## src/rtl/mem_arb_pkg.sv

```systemverilog
// Shared types and defaults for the IFU/LSU memory arbiter.
package mem_arb_pkg;

  localparam int unsigned PcSize = 32;
  localparam int unsigned Xlen   = 32;

  // Owner tag recorded for every outstanding memory request
  typedef enum logic {
    OwnerIfu = 1'b0,
    OwnerLsu = 1'b1
  } owner_e;

endpackage

```

## src/rtl/mem_arb_tag_fifo.sv

```systemverilog
// In-order FIFO of owner tags for outstanding memory requests.
module mem_arb_tag_fifo
  import mem_arb_pkg::*;
#(
  parameter int unsigned DEPTH = 2
) (
  input  logic   clk,
  input  logic   rst_n,
  input  logic   push,
  input  owner_e push_tag,
  input  logic   pop,
  output logic   full,
  output logic   empty,
  output owner_e head
);

  localparam int unsigned PtrW = (DEPTH > 1) ? $clog2(DEPTH) : 1;
  localparam int unsigned CntW = $clog2(DEPTH + 1);

  owner_e          tags_q [DEPTH];
  logic [PtrW-1:0] wr_ptr_q, rd_ptr_q;
  logic [CntW-1:0] count_q;
  logic            do_push, do_pop;

  function automatic logic [PtrW-1:0] ptr_inc(input logic [PtrW-1:0] p);
    return (p == PtrW'(DEPTH - 1)) ? '0 : p + 1'b1;
  endfunction

  assign full    = (count_q == CntW'(DEPTH));
  assign empty   = (count_q == '0);
  assign head    = tags_q[rd_ptr_q];
  assign do_push = push && !full;
  assign do_pop  = pop && !empty;

  always_ff @(posedge clk) begin
    if (rst_n) begin
      wr_ptr_q <= '0;
      rd_ptr_q <= '0;
      count_q  <= '0;
    end else begin
      if (do_push) begin
        tags_q[wr_ptr_q] <= push_tag;
        wr_ptr_q         <= ptr_inc(wr_ptr_q);
      end
      if (do_pop) begin
        rd_ptr_q <= ptr_inc(rd_ptr_q);
      end
      if (do_push && !do_pop) begin
        count_q <= count_q + 1'b1;
      end else if (!do_push && do_pop) begin
        count_q <= count_q - 1'b1;
      end
    end
  end

endmodule

```

## src/rtl/mem_arb.sv

```systemverilog
// Arbitrates a single-port memory between IFU and LSU; routes responses in order
// back to their owner using a tag FIFO.
module mem_arb
  import mem_arb_pkg::*;
#(
  parameter int unsigned ADDR_W     = PcSize,
  parameter int unsigned DATA_W     = Xlen,
  parameter int unsigned OUTS_DEPTH = 2,
  parameter int unsigned STARVE_MAX = 4
) (
  input  logic                clk,
  input  logic                rst_n,
  input  logic                ifu_req_valid,
  output logic                ifu_req_ready,
  input  logic [ADDR_W-1:0]   ifu_req_addr,
  output logic                ifu_rsp_valid,
  input  logic                ifu_rsp_ready,
  output logic [DATA_W-1:0]   ifu_rsp_rdata,
  input  logic                lsu_req_valid,
  output logic                lsu_req_ready,
  input  logic [ADDR_W-1:0]   lsu_req_addr,
  input  logic                lsu_req_wen,
  input  logic [DATA_W-1:0]   lsu_req_wdata,
  input  logic [DATA_W/8-1:0] lsu_req_wmask,
  output logic                lsu_rsp_valid,
  input  logic                lsu_rsp_ready,
  output logic [DATA_W-1:0]   lsu_rsp_rdata,
  output logic                mem_req_valid,
  input  logic                mem_req_ready,
  output logic [ADDR_W-1:0]   mem_req_addr,
  output logic                mem_req_wen,
  output logic [DATA_W-1:0]   mem_req_wdata,
  output logic [DATA_W/8-1:0] mem_req_wmask,
  input  logic                mem_rsp_valid,
  output logic                mem_rsp_ready,
  input  logic [DATA_W-1:0]   mem_rsp_rdata
);

  localparam int unsigned StarveW = $clog2(STARVE_MAX + 1);

  owner_e               grant;
  owner_e               lock_owner_q;
  logic                 locked_q;
  logic [StarveW-1:0]   starve_cnt_q;
  logic                 ifu_starved;
  logic                 grant_valid;
  logic                 accept;
  logic                 pop;
  logic                 fifo_full, fifo_empty;
  owner_e               head;
  logic                 active;
  logic                 rsp_ok;

  // Outputs are forced quiet while reset is asserted
  assign active      = !rst_n;
  assign ifu_starved = ifu_req_valid && (starve_cnt_q == StarveW'(STARVE_MAX));

  always_comb begin
    grant = OwnerIfu;
    if (locked_q) begin
      grant = lock_owner_q;
    end else if (lsu_req_valid && !ifu_starved) begin
      grant = OwnerLsu;
    end
  end

  assign grant_valid   = (grant == OwnerLsu) ? lsu_req_valid : ifu_req_valid;
  assign mem_req_valid = active && grant_valid && !fifo_full;
  assign ifu_req_ready = active && !fifo_full && mem_req_ready && (grant == OwnerIfu);
  assign lsu_req_ready = active && !fifo_full && mem_req_ready && (grant == OwnerLsu);
  assign accept        = mem_req_valid && mem_req_ready;

  always_comb begin
    mem_req_addr  = ifu_req_addr;
    mem_req_wen   = 1'b0;
    mem_req_wdata = '0;
    mem_req_wmask = '0;
    if (grant == OwnerLsu) begin
      mem_req_addr  = lsu_req_addr;
      mem_req_wen   = lsu_req_wen;
      mem_req_wdata = lsu_req_wdata;
      mem_req_wmask = lsu_req_wmask;
    end
  end

  assign rsp_ok        = active && !fifo_empty;
  assign ifu_rsp_valid = rsp_ok && mem_rsp_valid && (head == OwnerIfu);
  assign lsu_rsp_valid = rsp_ok && mem_rsp_valid && (head == OwnerLsu);
  assign mem_rsp_ready = rsp_ok && ((head == OwnerLsu) ? lsu_rsp_ready : ifu_rsp_ready);
  assign pop           = mem_rsp_valid && mem_rsp_ready;
  assign ifu_rsp_rdata = mem_rsp_rdata;
  assign lsu_rsp_rdata = mem_rsp_rdata;

  always_ff @(posedge clk) begin
    if (rst_n) begin
      locked_q     <= 1'b0;
      lock_owner_q <= OwnerIfu;
      starve_cnt_q <= '0;
    end else begin
      // Hold a stalled grant so the presented request never changes under the memory
      if (accept) begin
        locked_q <= 1'b0;
      end else if (mem_req_valid) begin
        locked_q     <= 1'b1;
        lock_owner_q <= grant;
      end
      if (!ifu_req_valid || (accept && grant == OwnerIfu)) begin
        starve_cnt_q <= '0;
      end else if (accept && starve_cnt_q != StarveW'(STARVE_MAX)) begin
        starve_cnt_q <= starve_cnt_q + 1'b1;
      end
    end
  end

  mem_arb_tag_fifo #(
    .DEPTH(OUTS_DEPTH)
  ) u_tag_fifo (
    .clk     (clk),
    .rst_n   (rst_n),
    .push    (accept),
    .push_tag(grant),
    .pop     (pop),
    .full    (fifo_full),
    .empty   (fifo_empty),
    .head    (head)
  );

endmodule

```

## config.mk

```make
export PLATFORM = sky130hd
export DESIGN_NAME = mem_arb
export DESIGN_NICKNAME = d
export VERILOG_FILES = /design/src/rtl/mem_arb_pkg.sv /design/src/rtl/mem_arb_tag_fifo.sv /design/src/rtl/mem_arb.sv
export SDC_FILE = /design/constraint.sdc
export NUM_CORES = 1
export LEC_CHECK = 0
export BUFFER_PORTS_ARGS = -buffer_cell sky130_fd_sc_hd__buf_4
export CELL_PAD_IN_SITES_DETAIL_PLACEMENT = 1
export CELL_PAD_IN_SITES_GLOBAL_PLACEMENT = 2
export CORE_MARGIN = 3
export CORE_UTILIZATION = 14
export DETAILED_ROUTE_END_ITERATION = 8
export GPL_ROUTABILITY_DRIVEN = 0
export PLACE_DENSITY_LB_ADDON = 0.2
export SLEW_MARGIN = 20
export SYNTH_ARGS = -nofsm -noshare
export SYNTH_HDL_FRONTEND = slang
export SYNTH_HIERARCHICAL = 1
export SYNTH_SLANG_ARGS = --single-unit
```

## constraint.sdc

```tcl
create_clock -name clk -period 4.2 [get_ports clk]
set_clock_uncertainty 0.2 [all_clocks]
set_input_delay 0.84 -clock clk [delete_from_list [all_inputs] [get_ports clk]]
set_output_delay 0.84 -clock clk [all_outputs]
set_load 0.05 [all_outputs]
```

-- After elaboration in Yosys (flattened, before gate mapping)
Memory sizes are Yosys's and may differ from the RTL's. A register that Yosys moved wholly into a read port is not among the register bits.
Index checks and enable logic that the tools add are counted.
Widths: inputs -> output; s select.
- magnitude comparators: 0
- shift operators: 0
- muxes and demuxes: 17
- $mul: 0
- reductions and logical operators: 34
- equality and inequality tests: 3
- add/sub/neg operators: 5
- bitwise logic cells: 3
- div/mod/pow operators: 0
- operators with widths (kind ; count):
    $mux 32 ; 2
    $logic_and 1x1->1 ; 21
    $mux 1 ; 12
    $logic_not 1->1 ; 7
    $mux 2 ; 2
    $mux 4 ; 1
    $reduce_or 2->1 ; 2
    $add 3x1->3 const B ; 1
    $eq 3x3->1 const B ; 1
    $ne 3x3->1 const B ; 1
    $not 1->1 ; 3
    $add 1x1->1 const B ; 2
    $add 2x1->2 const B ; 1
    $eq 2x2->1 const B ; 1
    $logic_not 2->1 ; 1
    $reduce_and 2->1 ; 1
    $reduce_bool 2->1 ; 1
    $sub 2x1->2 const B ; 1
    $logic_or 1x1->1 ; 1
- memories kept: 1
- input port bits: 141
- memory bits (read-only): 0
- register bits: 9
- bits in latches: 0
- memory bits (writable): 2
- memory list (name ; words ; width ; rd ports ; clocked after Yosys merged registers in ; write ports ; RTL line ; text):
    u_tag_fifo.tags_q ; 2 ; 1 ; 1 ; 1 ; 1 ; mem_arb_tag_fifo.sv:20 ; owner_e tags_q [DEPTH];

-- Depth between registers and ports, before layout
Gate-level depths: netlist of the first run.
- depth after elaboration: 15
- depth in mapped cells: 9
- depth with buffers taken out: 9

-- Cells and area by module
The synthesis of the first run kept the hierarchy.
- modules (own cells, without submodules) (module ; instances ; seq. area each (sq um) ; area each (sq um) ; cells each):
    mem_arb ; 1 ; 100.1 ; 1567.8 ; 194
    mem_arb_tag_fifo ; 1 ; 160.2 ; 297.8 ; 29

-- Worst setup path after synthesis of the first run
No wires, ideal clock.
- path type: in2out
- from: in lsu_req_valid
- to: out mem_req_valid
- stages: 2
- required time: 3160 ps
- path buffers: 0
- data arrival time: 3507 ps
- slack: -347 ps
- cells stage by stage: mux2i_1 -> a2111oi_0
- word-level cells in the longest chain between the ends: 6
- RTL lines (what ; RTL line ; text):
    start: declaration ; mem_arb.sv:19 ; input logic lsu_req_valid,
    $logic_and 1x1->1 ; mem_arb.sv:62 ; end else if (lsu_req_valid && !ifu_starved) begin
    $mux 1 ; mem_arb.sv:62 ;
    $mux 1 ; mem_arb.sv:60 ; if (locked_q) begin
    $mux 1 (*) ; mem_arb.sv:67 ; assign grant_valid = (grant == OwnerLsu) ? lsu_req_valid : ifu_req_valid;
    $logic_and 1x1->1 (*) (2 in a row) ; mem_arb.sv:68 ; assign mem_req_valid = active && grant_valid && !fifo_full;
    end: declaration ; mem_arb.sv:28 ; output logic mem_req_valid,
Every way passes the cells marked *; elsewhere a longest branch is shown, timed or not.

-- Final worst setup path of the first run
- from: in lsu_req_valid
- to: out mem_req_addr[13]
- word-level cells in the longest chain between the ends: 4
- RTL lines (what ; RTL line ; text):
    $logic_and 1x1->1 ; mem_arb.sv:62 ;
    $mux 1 ; mem_arb.sv:62 ;
    $mux 1 ; mem_arb.sv:60 ;
    $mux 32 ; mem_arb.sv:78 ; if (grant == OwnerLsu) begin
    end: declaration ; mem_arb.sv:30 ; output logic [ADDR_W-1:0] mem_req_addr,
Every way passes these cells.

==> impl_summary.md, run 1 <==
Status
The run finished with clean final reports.

Clocking
The buffer cell driving the clock tree root is clkbuf_16. In this run, post-CTS hold repair placed 0 buffers. The TritonCTS clock tree is yes. The post-CTS setup repair buffer count is 0. The number of H-tree levels is 1. The total number of clock tree sinks is 12. Gates resized during post-CTS repair numbered 0.

The worst-skew pair later-pin latency is 250 ps. The buffer depth of the longest clock path is 2. The clock edge transition at the registers on the reported setup and hold paths is approximately 50 ps. Clock tree synthesis inserted a total of 3 buffers.

Hold path
Along the worst hold path, the cell count comes to 2. The path class of the tightest hold or removal check is register to register.

Worst setup path
The largest single stage delay on the critical path is about 440 ps. STA puts the critical path data required time at around 3200 ps. The data arrival time of the worst path is roughly 2400 ps. Walking the worst path, the cells encountered are buf_4, mux2_4, nand2_4, mux2_2, buf_4. The worst setup path is launched from an input pin. The library cell appearing most often on the critical path is buf_4.

The top fanout value on the critical path is 38. STA classifies the critical path endpoint as an output pin. The slowest cell on the critical path is nand2_4. The worst-case reg-to-reg path depth is 8.

The critical path is of the input pin to output pin type.

Synth
The share of synthesized area occupied by flip-flops and latches is 14.0%. The number of nets in the synthesized netlist is 367. For this run, the leading register cell type out of synthesis is dfxtp_1. The count of cell types in the netlist is 40. The synthesized area divided by synthesized cell count is 8.37 sq um.

The count of state elements after synthesis is 12. Synthesis produced between 200 and 250 cells. The post-synthesis instance area is approximately 0.0019 sq mm.

The number of synthesized flops with an enable pin is 2. The number of warning messages in the yosys log is 6. After synthesis, the share of flip-flops with an asynchronous set or reset is 0%.

Die
The effective utilization at floorplan is ~15%. In this run the horizontal extent of the chip is about 120 microns. After floorplanning, the core was divided into 41 placement rows.

The total area inside the core boundary comes to 0.0128 sq mm. Measured along the y axis, the die boundary spans between 100 and 150 microns. The full die area is 0.0147 sq mm. 280 I/O pins were placed.

STA
The worst path uses about 83% of the clock period. The worst slew margin relative to its limit is 66.6%. The number of endpoints failing setup at the final stage is 0. The transition time at the pin with the least slew margin is between 400 and 500 ps. The max-slew violation count was 0. Setup repair after global routing left no endpoint under its margin. The final total negative setup slack is 0 ps. The count of endpoints failing hold in the final timing report is 0. Setup slack on the critical path of the routed design comes to 730 ps. Static timing analysis puts the maximum clock frequency at between 200 and 300 MHz.

The worst path needs between 3000 and 4000 ps of the cycle, external delays included.

Finish
The number of antenna diodes in the final layout is 0. Relative to the synthesized area, the layout overhead comes to 60.8%. The final-stage net count is between 400 and 500. Counting the fill cells in the layout gives around 1,500. At the end of the flow the core is filled with cells to 23.4%. The proportion of layout cells with a drive suffix above 1 is about two thirds.

Global route
The number of antenna violations at the first check in global routing is 0. The first global-routing pass estimated ~11 mm of wire. The residual overflow from global routing is 0. Global routing used 8.88% of the available tracks across all layers.

The pin count of the biggest net entering global routing is 39. The via count of the first global-routing pass came to approximately 2,000.

Route
In the routed design, unresolved DRC markers number 0. After detailed routing, the average wire length per cell comes to 14.4 microns. The top layer used by detailed routing is met4.

After detailed routing, the met3 layer carries 946 microns of wire. The routed layout has 1,988 vias. For this block, wires on met1 add up to 2.59 mm. For this block, the initial DRC count from the detailed router was 54.

The total routed wirelength is around 7.3 mm. In this run the remaining antenna-violating nets after routing total 0. In the detailed route, the total length drawn on met2 is 3.71 mm. The detailed-route vias per instance is slightly below 4. The count of TritonRoute iterations in the first routing pass is 4.

Job
The max-cap violation count is 0.

Power
The worst-case IR drop observed on VDD is ~0.10 mV. The leakage power of the design is approximately 1.5 nW. The total power per unit cell area is 301 mW/mm^2.

Placement
The quantity of I/O buffers inserted on ports is 183. Summed over all nets, the half-perimeter wirelength after detailed placement is 6.09 mm. At the placement stage, the worst setup path has a slack of between 600 and 700 ps.
## worst max-delay path, delay by kind of cell
kind	cells	cell delay (ps)
buffers and inverters	2	310
and+or+nand+nor	1	440
muxes	2	810
## final cells by class
| type | count | area (sq um) | area share, % |
|---|---|---|---|
| Sequential cell | 12 | 260 | 8.68 |
| Inverter | 7 | 26.3 | 0.876 |
| Clock buffer | 4 | 88.8 | 2.96 |
| Timing Repair Buffer | 184 | 1380 | 46.1 |
| Tap cell | 172 | 215 | 7.18 |
| Multi-Input combinational cell | 127 | 1030 | 34.3 |
## per-stage QoR
| step | total power (W) | instances | area [sq um] | hold WS (ps) |
|---|---|---|---|---|
| 2_1_floorplan | 0.000672 | 223 | 1870 | 261 |
| 3_3_place_gp | 0.000705 | 502 | 2910 | 282 |
| 3_5_place_dp | 0.000708 | 502 | 2910 | 297 |
| 4_1_cts | 0.000917 | 506 | 3000 | 308 |
| 5_1_grt | 0.000945 | 506 | 3000 | 339 |
| 6_report | 0.000904 | 506 | 3000 | 314 |
## cell usage after synthesis, types with 2 or more instances
cell type / number / area, sq um
buf_4: 68 / 510
and3_1: 37 / 231
mux2_2: 26 / 293
dfxtp_1: 10 / 200
nor2_1: 10 / 37.5
clkbuf_1: 7 / 26.3
inv_1: 7 / 26.3
mux2_1: 7 / 78.8
o21ai_0: 6 / 30.0
a21oi_1: 3 / 15.0
ha_1: 3 / 37.5
xor2_1: 3 / 26.3
and3b_1: 2 / 17.5
edfxtp_1: 2 / 60.1
mux2i_1: 2 / 20.0
nand2_1: 2 / 7.51
nand3_1: 2 / 10.0
nor3_1: 2 / 10.0
nor3b_1: 2 / 15.0
or3_1: 2 / 12.5
## metal layers
metal  vias up  track usage, %
li1        930               -
met1       895            9.52
met2       150            16.5
met3        13            2.94
met4         0            2.45
met5         -               0
## final timing paths
kind | from | endpoint | slack, ps
setup reg to reg | u_tag_fifo/count_q[0] | u_tag_fifo/count_q[1] | 1640
setup / recovery | lsu_req_valid | mem_req_addr[13] | 730
hold reg to reg | u_tag_fifo/rd_ptr_q | u_tag_fifo/rd_ptr_q | 310
hold / removal | u_tag_fifo/rd_ptr_q | u_tag_fifo/rd_ptr_q | 310
## cell usage in the layout (no fill, tap or decap), drive strengths merged, types with 2 or more instances in the layout
master   instances
a2111oi          2
nand2            3
inv              7
a211oi           2
ha               3
buf            184
and3b            2
a21oi            3
nor3b            2
xor2             3
or3              2
nor3             2
edfxtp           2
nand3            2
o21ai            7
clkbuf           4
mux2            34
mux2i            2
dfxtp           10
nor2            10
and3            37
## sequential cells by signal, summed over array words and instances, names as in the netlist, named ones only
signal / count
u_tag_fifo/wr_ptr_q: 1
lock_owner_q: 1
u_tag_fifo/count_q: 2
u_tag_fifo/rd_ptr_q: 1
starve_cnt_q: 3
locked_q: 1
u_tag_fifo/tags_q: 2
## logic make-up (layout without fill, tap and decap cells)
logic type / Yosys count / after routing / share of synthesized area [%]
buffers and inverters: 84 / 195 / 31.1
AND/OR/NAND/NOR: 68 / 68 / 22.7
multiplexers: 36 / 36 / 21.8
AO/OA/AOI/OAI: 17 / 17 / 7.04
flip-flops: 12 / 12 / 14.0
adder cells (fa/ha/maj): 3 / 3 / 2.01
XOR/XNOR: 3 / 3 / 1.41
## power by group
part,switching (W),internal [W]
clock,0.0000603,0.000145
combinational,0.000351,0.000216
sequential,0.00000905,0.000124
(Power assumes the default switching activity.)
==> run 2: changes to the inputs <==
--- a/config.mk
+++ b/config.mk
@@ -9,7 +9,7 @@
 export CELL_PAD_IN_SITES_DETAIL_PLACEMENT = 1
 export CELL_PAD_IN_SITES_GLOBAL_PLACEMENT = 2
 export CORE_MARGIN = 3
-export CORE_UTILIZATION = 14
+export CORE_UTILIZATION = 13
 export DETAILED_ROUTE_END_ITERATION = 8
 export GPL_ROUTABILITY_DRIVEN = 0
 export PLACE_DENSITY_LB_ADDON = 0.2
==> constraint.sdc (replaced) <==
create_clock -name clk -period 3.2 [get_ports clk]
set_clock_uncertainty 0.2 [all_clocks]
set_input_delay 0.64 -clock clk [delete_from_list [all_inputs] [get_ports clk]]
set_output_delay 0.64 -clock clk [all_outputs]
set_load 0.05 [all_outputs]
==> impl_summary.md, run 2 (synthesized netlist as in run 1, its figures left out) <==
Finish
The post-route netlist has between 60% and 70% of its cells at a drive strength greater than 1. From synthesis to final layout, the design area changed by 63.6%. The area occupied by registers is approximately 260 sq um. The library cell used most frequently in the layout, excluding fill and tap cells, is buf_4.

The library cells used most frequently in the layout, excluding fill and tap cells, are 189 x buf_4, 37 x and3_1, 26 x mux2_2. The final-stage net count is about 480. The multi-input combinational cells in the finished layout cover a total of roughly 0.0010 sq mm.

In the final layout, the registers with the most flip-flops are starve_cnt_q (3), u_tag_fifo/count_q (2), u_tag_fifo/tags_q (2). The layout has between 1,500 and 2,000 filler cells. The final antenna diode count is 0. The register with the most flip-flops in the final layout is starve_cnt_q.

Cells fill a little over a fifth of the core in the end. The number of flip-flops in the largest register is 3.

Global route
The number of antenna violations at the first check in global routing is 0. For this run, the total global-route usage over all layers was measured as 8.53%. The residual overflow from global routing is 0. Entering global routing, the biggest net connects 38 pins. The via count of the first global-routing pass is 2,052. The wire length of the first global-routing pass is between 10 and 15 mm.

Die
The area inside the core boundary is 0.0139 sq mm. The top-level port count is 280. The horizontal extent of the die is approximately 130 microns. The number of core rows is 43. The initial utilization of the core area, before any placement, comes to 13.4%. The die covers roughly 0.016 sq mm.

From bottom edge to top edge, the die measures around 130 microns.

Route
For this block, the initial DRC count from the detailed router was 57. Wires add up to 7.30 mm. After detailed routing, the average wire length per cell comes to 14.1 microns.

The detailed-route vias per instance is 3.80. Detailed routing inserted a total of 1,972 vias. After detailed routing, the number of remaining DRC violations is 0. The number of nets still failing antenna checks after routing is 0.

The count of TritonRoute iterations in the first routing pass is 4.

Clocking
The total number of clock tree sinks is 12. In this run the deepest clock path goes through 2 buffers. The post-CTS setup repair buffer count is 0.

The buffer cell driving the clock tree root is clkbuf_16. The clock edge transition at the registers on the reported setup and hold paths is 50 ps. The hold-fix buffer count after cts is 0. The number of clock buffers inserted by TritonCTS is 3. The later pin in the worst-skew pair is clocked with a latency of 240 ps.

The number of H-tree levels is 1. TritonCTS built the clock tree. The total of cells resized after clock tree synthesis is 0.

STA
Adding up every negative setup slack in the final design gives 0 ps. The worst slew margin relative to its limit is a little over three fifths. Setup violations remaining at the end of the flow were counted as 0. The post-route fraction of the period consumed by the critical path is around nine tenths. The count of endpoints failing hold in the final timing report was 0. The time the final worst path needs with I/O delays and setup is ~2900 ps. The max-slew violation count is 0. The transition time at the pin with the least slew margin is 541 ps.

The maximum clock frequency is 349 MHz. Setup repair after global routing left no endpoint under its margin. Setup slack on the critical path of the routed design comes to 335 ps.

Hold path
The path class of the tightest hold or removal check is register to register.

Worst setup path
The startpoint-to-endpoint class of the critical path is register to output pin. Of all nets on the critical path, the largest fanout is 34. STA classifies the critical path startpoint as a register. Among the stages of the critical path, the cell type that occurs most often is buf_4. The largest single stage delay on the critical path is roughly 400 ps. Among all stages on the critical path, the largest delay is contributed by mux2_2. The signal on the critical path passes through buf_4, nand4b_1, nand2_4, mux2_2, buf_4.

Data on the critical path is required at its endpoint by ~2400 ps. The endpoint type of the worst setup path is an output pin. The data arrival time of the worst path is about 2000 ps.

Power
The leakage power of the design is 1.57 nW. The worst-case vdd ir drop is 0.145 mV. Power spread over the standard cell area amounts to about 380 mW/mm^2.

Status
The flow ran to the end, and the final reports show no timing, DRC or antenna violations.

Job
Max-cap violations in this run came to 0.

Placement
OpenSTA, run right after detailed placement, puts the worst setup slack at between 200 and 300 ps. The quantity of I/O buffers inserted on ports is between 150 and 200. Detailed placement finished with a half-perimeter wire length of about 6.1 mm.
[run 2: cell count changes in the layout (fill, tap and decap cells not counted), sizes merged]
cell  delta
buf      +5
[run 2: worst max-delay path: cells and delay by family (launching register included)]
kind | cells | cell delay [ps]
AND/OR/NAND/NOR | 2 | 650
buffers and inverters | 2 | 370
flip-flops | 1 | 330
multiplexers | 1 | 400
[run 2: metrics by stage]
step,hold slack [ps],cells,total power [W],area [sq um]
after detailed placement,301,515,0.000944,2970
after global placement,284,515,0.000941,2970
final,304,519,0.00117,3050
after CTS,317,519,0.00119,3050
after global routing,332,519,0.00122,3050
after floorplan,261,223,0.000885,1880
[run 2: worst paths after layout]
| path | slack (ps) | start | end | cells after the start |
|---|---|---|---|---|
| setup reg to reg | 770 | lock_owner_q | u_tag_fifo/count_q[1] | 7 |
| hold reg to reg | 300 | u_tag_fifo/rd_ptr_q | register | 2 |
| setup / recovery | 340 | locked_q | mem_req_addr[17] | 5 |
| hold / removal | 300 | u_tag_fifo/rd_ptr_q | register | 2 |
[run 2: final cells by class]
cell class / count / area share [%]
Multi-Input combinational cell: 127 / 34.2
Clock buffer: 4 / 2.58
Sequential cell: 12 / 8.52
Tap cell: 180 / 7.38
Inverter: 7 / 0.861
Timing Repair Buffer: 189 / 46.5
[run 2: where the power goes]
part | internal (W) | switching (W) | total (W)
Combinational | 0.000291 | 0.000469 | 0.000760
Clock | 0.000168 | 0.0000687 | 0.000237
Sequential | 0.000162 | 0.00000855 | 0.000171
[run 2: layer usage]
| layer | GRT usage, % | vias to the layer above | wire [microns] |
|---|---|---|---|
| met5 | 0 | - | 0 |
| met4 | 2.21 | 0 | 122 |
| met3 | 1.87 | 20 | 578 |
| met2 | 16.3 | 101 | 3910 |
| met1 | 9.49 | 908 | 2680 |
| li1 | - | 943 | - |
